`src/rtl/sr_ff_monitor.sv`:
```
// rtl/sr_ff_monitor.sv - reference-model checker for SR-behaving flops
// Observes s/r/q/qbar each rising edge; flags mismatches and illegal s=r=1 inputs.
module sr_ff_monitor #(
   parameter int CNT_W = 8,
   parameter int CYC_W = 16
) (
   input  logic             clk,
   input  logic             rst_n,
   input  logic             en,
   input  logic             clr,
   input  logic             s,
   input  logic             r,
   input  logic             q,
   input  logic             qbar,
   output logic             exp_q,
   output logic             synced,
   output logic             mismatch,
   output logic             illegal,
   output logic [CNT_W-1:0] err_count,
   output logic [CNT_W-1:0] illegal_count,
   output logic [CYC_W-1:0] cyc_count,
   output logic             first_err_valid,
   output logic [CYC_W-1:0] first_err_cyc
);

   typedef enum logic {SYNC, TRACK} state_t;

   state_t           state_q, state_d;
   logic             exp_q_q, exp_q_d;
   logic             mismatch_q, mismatch_d;
   logic             illegal_q, illegal_d;
   logic [CNT_W-1:0] err_count_q, err_count_d;
   logic [CNT_W-1:0] illegal_count_q, illegal_count_d;
   logic [CYC_W-1:0] cyc_count_q, cyc_count_d;
   logic             first_err_valid_q, first_err_valid_d;
   logic [CYC_W-1:0] first_err_cyc_q, first_err_cyc_d;

   logic             err_hit;
   logic             ill_hit;
   logic             model_base;

   always_comb begin
      state_d           = state_q;
      exp_q_d           = exp_q_q;
      mismatch_d        = 1'b0;
      illegal_d         = 1'b0;
      err_count_d       = err_count_q;
      illegal_count_d   = illegal_count_q;
      cyc_count_d       = cyc_count_q;
      first_err_valid_d = first_err_valid_q;
      first_err_cyc_d   = first_err_cyc_q;
      ill_hit           = s & r;
      err_hit           = (state_q == TRACK) && ((q != exp_q_q) || (q == qbar));
      // In SYNC the model is unknown, so it is seeded from the observed q.
      model_base        = (state_q == SYNC) ? q : exp_q_q;

      if (clr) begin
         state_d           = SYNC;
         err_count_d       = '0;
         illegal_count_d   = '0;
         cyc_count_d       = '0;
         first_err_valid_d = 1'b0;
         first_err_cyc_d   = '0;
      end else if (en) begin
         mismatch_d  = err_hit;
         illegal_d   = ill_hit;
         cyc_count_d = cyc_count_q + 1'b1;
         if (err_hit && (err_count_q != '1)) begin
            err_count_d = err_count_q + 1'b1;
         end
         if (ill_hit && (illegal_count_q != '1)) begin
            illegal_count_d = illegal_count_q + 1'b1;
         end
         if (err_hit && !first_err_valid_q) begin
            first_err_valid_d = 1'b1;
            first_err_cyc_d   = cyc_count_q;
         end
         if (ill_hit) begin
            state_d = SYNC;
         end else begin
            state_d = TRACK;
            exp_q_d = s ? 1'b1 : (r ? 1'b0 : model_base);
         end
      end
   end

   always_ff @(posedge clk or negedge rst_n) begin
      if (!rst_n) begin
         state_q           <= SYNC;
         exp_q_q           <= 1'b0;
         mismatch_q        <= 1'b0;
         illegal_q         <= 1'b0;
         err_count_q       <= '0;
         illegal_count_q   <= '0;
         cyc_count_q       <= '0;
         first_err_valid_q <= 1'b0;
         first_err_cyc_q   <= '0;
      end else begin
         state_q           <= state_d;
         exp_q_q           <= exp_q_d;
         mismatch_q        <= mismatch_d;
         illegal_q         <= illegal_d;
         err_count_q       <= err_count_d;
         illegal_count_q   <= illegal_count_d;
         cyc_count_q       <= cyc_count_d;
         first_err_valid_q <= first_err_valid_d;
         first_err_cyc_q   <= first_err_cyc_d;
      end
   end

   assign exp_q           = exp_q_q;
   assign synced          = (state_q == TRACK);
   assign mismatch        = mismatch_q;
   assign illegal         = illegal_q;
   assign err_count       = err_count_q;
   assign illegal_count   = illegal_count_q;
   assign cyc_count       = cyc_count_q;
   assign first_err_valid = first_err_valid_q;
   assign first_err_cyc   = first_err_cyc_q;

endmodule
```
`config.mk`:
```
export PLATFORM = sky130hd
export DESIGN_NAME = sr_ff_monitor
export DESIGN_NICKNAME = d
export VERILOG_FILES = /design/src/rtl/sr_ff_monitor.sv
export SDC_FILE = /design/constraint.sdc
export NUM_CORES = 1
export LEC_CHECK = 0
export CAP_MARGIN = 40
export CORE_MARGIN = 5
export CORE_UTILIZATION = 49
export CTS_CLUSTER_DIAMETER = 50
export CTS_CLUSTER_SIZE = 8
export DETAILED_ROUTE_END_ITERATION = 10
export PLACE_DENSITY_LB_ADDON = 0.12
export SLEW_MARGIN = 20
export SYNTH_ARGS = -nofsm -noshare
export SYNTH_HDL_FRONTEND = slang
export SYNTH_SLANG_ARGS = --single-unit
```
`constraint.sdc`:
```
create_clock -name clk -period 2.1 [get_ports clk]
set_input_delay 0.21 -clock clk [delete_from_list [all_inputs] [get_ports clk]]
set_output_delay 0.21 -clock clk [all_outputs]
set_load 0.03 [all_outputs]
```
Word level (Yosys, flattened, before mapping). Cells that the tools add are included. Widths: inputs -> output; s select.

Add/sub/neg operators: 3. Multiply operators: 0. Div/mod/pow operators: 0. Magnitude comparators: 0. Equality and inequality tests: 5. Shifts and indexed selects: 0. Mux-type cells: 24. Bitwise operators: 3. Reduce and logical (&&, ||, !) cells: 14.

Operators by type and width (count): $mux 16 (5); $mux 8 (6); $add 16x1->16 const B (1); $add 8x1->8 const B (2); $ne 8x8->1 const B (2); $mux 1 (13); $reduce_bool 2->1 (4); $reduce_and 2->1 (3); $logic_and 1x1->1 (4); $reduce_and 4->1 (1); $ne 3x3->1 const B (1); $not 1->1 (2); $and 1x1->1 (1); $eq 1x1->1 (1); $logic_not 1->1 (1); $logic_or 1x1->1 (1); $ne 1x1->1 (1).

Register bits: 53. Latch bits: 0. Bits in writable memories: 0. Bits in read-only memories: 0. Input bits: 8. Logic and storage cells: 58. Memories kept: 0.

Longest topological paths before layout.
Depth after elaboration: 7. Gate-level depth with buffers: 6.

Worst setup path after synthesis. Ideal clock, no wire load.

Path type: reg2reg. Start point: register exp_q_q, in the netlist exp_q. End point: register err_count_q[5], in the netlist err_count[5]. Arrival: 1.870 ns. Data required time: 2.022 ns. Setup slack: 0.152 ns. Cell stages (with the launch flop): 6. Buffers on the path: 1. Cells stage by stage: dfrtp_1 -> and3b_4 -> or3_1 -> clkbuf_2 -> or4_1 -> a21oi_1.

Cells in the longest elaborated chain, start to end: 6.

RTL lines: start: declaration (RTL line 29) `logic exp_q_q, exp_q_d;`; start signal: assignment (RTL line 100) `exp_q_q <= exp_q_d;`; $ne 1x1->1 (RTL line 53) `err_hit = (state_q == TRACK) && ((q != exp_q_q) || (q == qbar));`; $logic_or 1x1->1 (RTL line 53); $logic_and 1x1->1 (RTL line 53); $logic_and 1x1->1 (RTL line 68) `if (err_hit && (err_count_q != '1)) begin`; $reduce_bool 2->1 (no source line); $reduce_and 2->1 (no source line); end signal: assignment (RTL line 103) `err_count_q <= err_count_d;`; end: declaration (RTL line 32) `logic [CNT_W-1:0] err_count_q, err_count_d;`.

No other way between the ends. A chain may end at the register's enable or synchronous reset.

Worst setup path in the final report.
Start point: register exp_q_q, in the netlist exp_q. End point: register err_count_q[0], in the netlist err_count[0].

The elaborated chain is that of the path after synthesis.

==> results.sh <==
export IMPL_overflow=0
export IMPL_cts_tree="done"
export IMPL_worstHoldPathType="primary input to flop"
export IMPL_ys_types=38
export IMPL_synth_edf_count=0
export IMPL_numPortBuffers=60
export IMPL_die_w_um=81.7
export IMPL_die_height_um=81.7
export IMPL_final_cell_area_um2=3340
export IMPL_p_total_mw=1.81
export IMPL_dr_pass1_iters=4
export IMPL_clock_path_buffers=2
export IMPL_final_cells=400
export IMPL_clock_sinks=53
export IMPL_end_kind="flop"
export IMPL_clk_latency_ns=0.30
export IMPL_reg2reg_depth=5
export IMPL_critPathMaxFanout=9
export IMPL_rsz0062_at_grt="false"
export IMPL_cts_buffers=5
export IMPL_final_common_cell="clkdlybuf4s50_1"
export IMPL_antenna_found_initial=0
export IMPL_grt_max_degree=32
export IMPL_dp_cells=392
export IMPL_max_freq_mhz=549
export IMPL_viasPerCell=5.54
export IMPL_power_density_nw_per_um2=541
export IMPL_grt_pass1_wl_mm=10.3
export IMPL_wl_per_cell_um=15.0
export IMPL_status="completed"
export IMPL_ios=61
export IMPL_initial_core_util_pct=49.9
export IMPL_drt_iter0_markers=106
export IMPL_relSlewSlack_pct=62.9
export IMPL_hpwl_mm=4.32
export IMPL_crit_required_ns=2.33
export IMPL_fin_crit_sh_pct=86.8
export IMPL_worstSetupPathType="flop to flop"
export IMPL_finalHoldViolations=0
export IMPL_start_kind="flop"
export IMPL_cap_violations=0
export IMPL_syn2layout_area_growth_pct=32.9
export IMPL_cts_root_buf="clkbuf_8"
export IMPL_min_period_ns=1.82
export IMPL_ys_async_sr_fraction_pct=100
export IMPL_die_area_um2=6670
export IMPL_holdPathStages=2
export IMPL_ir_drop_uv=292
export IMPL_synth_net_count=272
export IMPL_cts_setup_buffers=0
export IMPL_grt_util_all_layers_pct=19.7
export IMPL_finalMaxSlewViolations=0
export IMPL_ys_warn_count=0
export IMPL_antenna_cells=0
export IMPL_place_congestion=0.836
export IMPL_num_rows=26
export IMPL_grt_pass1_vias=2137
export IMPL_setup_tns_ns=0
export IMPL_ant_nets=0
export IMPL_dpl_cell_area_um2=3250
export IMPL_p_leak_nw=1.38
export IMPL_drc_errors=0
export IMPL_mostFrequentLayoutCells="clkdlybuf4s50_1, dfrtp_1, nand2_1"
export IMPL_core_um2=5040
export IMPL_synthCells=261
export IMPL_htree_levels=2
export IMPL_clk_pin_slew_ns=0.10
export IMPL_setup_viol=0
export IMPL_yosys_register_bits=53
export IMPL_drive_above_1_share_pct=7.27
export IMPL_ys_seq_area_share_pct=52.7
export IMPL_ys_flop_type="dfrtp_1"
export IMPL_wirelength_mm=6.02
export IMPL_avgSynthCellArea_um2=9.64
export IMPL_syn_area_um2=2520
export IMPL_tightest_slew_ns=0.556
export IMPL_vias=2215
export IMPL_cp_arrival_ns=2.05
export IMPL_finalNetCount=341
export IMPL_clock_skew_final_ns=0.00807
sequential cells by signal, indices dropped and copies added, names as in the netlist:
register         count
first_err_cyc       16
illegal_count        8
cyc_count           16
illegal              1
exp_q                1
mismatch             1
synced               1
first_err_valid      1
err_count            8
repair_timing:
action | CTS | global route
gates resized for setup | 0 | 0
hold buffers | 1 | 0
hold endpoints to repair | 22 | 0
layout make-up:
class | count | area, um^2
Fill cell | 427 | 1700
Sequential cell | 53 | 1330
Multi-Input combinational cell | 195 | 1140
Timing Repair Buffer | 73 | 703
Tap cell | 70 | 87.6
Clock buffer | 6 | 72.6
Clock inverter | 1 | 8.76
Inverter | 2 | 7.51
synth_stat cells (4+ instances only):
cell	n	area, um^2
a21oi_1	24	120
o21ai_0	23	115
xor2_1	11	96.3
xnor2_1	4	35.0
clkbuf_1	9	33.8
and3_1	10	62.6
nor2_1	27	101
mux2i_1	6	60.1
nand4_1	10	62.6
nor3_1	5	25.0
or3_1	6	37.5
nor2b_1	6	37.5
dfrtp_1	53	1330
nand3_1	8	40.0
nand2_1	28	105
logic make-up (layout without fill, tap and decap cells):
kind of cell / after synthesis / in the layout / share of synthesized area (%)
adders and majority gates: 3 / 3 / 1.49
DFF: 53 / 53 / 52.7
buffers and inverters: 13 / 82 / 2.04
xor gates and xnor gates: 15 / 15 / 5.22
muxes: 8 / 8 / 3.28
and+or+nand+nor: 110 / 110 / 22.1
AOI/OAI and AO/OA: 59 / 59 / 13.2
path summary, 6_finish.rpt:
check / start / endpoint / slack [ns]
min reg2reg: first_err_cyc[10] / first_err_cyc[10] / 0.54
max: exp_q / err_count[0] / 0.28
min: clr / cyc_count[6] / 0.33
max in group asynchronous: rst_n / cyc_count[9] / 1.13
max reg2reg: exp_q / err_count[0] / 0.28
min in group asynchronous: rst_n / exp_q / 0.43
per-stage QoR:
| stage | utilization (%) | setup slack [ns] | hold WS [ns] |
|---|---|---|---|
| after global routing | 66.3 | 0.192 | 0.346 |
| final | 66.3 | 0.277 | 0.331 |
| after CTS | 66.3 | 0.269 | 0.327 |
| after global placement | 64.5 | 0.0855 | 0.226 |
| after detailed placement | 64.5 | 0.0474 | 0.228 |
| after floorplan | - | 0.152 | -0.0856 |
layer usage:
layer / global-route usage [%] / vias to the layer above / share of wire (%)
met4: 5.32 / 0 / 0.78
met5: 0 / - / 0
li1: - / 1076 / -
met2: 32.0 / 46 / 48
met3: 4.06 / 4 / 5.0
met1: 26.8 / 1089 / 46
worst max-delay path, stage by stage, from the launching register on:
cell and delay (ns):
dfrtp_1 0.44, and3b_4 0.21, or3_1 0.41, buf_4 0.19, or3_1 0.34, a21oi_1 0.15
report_power, final:
group          leakage (nW)  total (mW)  switching [mW]  internal (mW)
clock                0.0412       0.558           0.327          0.232
combinational         0.605       0.199           0.122         0.0768
sequential            0.735        1.05          0.0192           1.03
total                  1.38        1.81           0.468           1.34
Note: power is estimated with default switching activity, not from simulation.
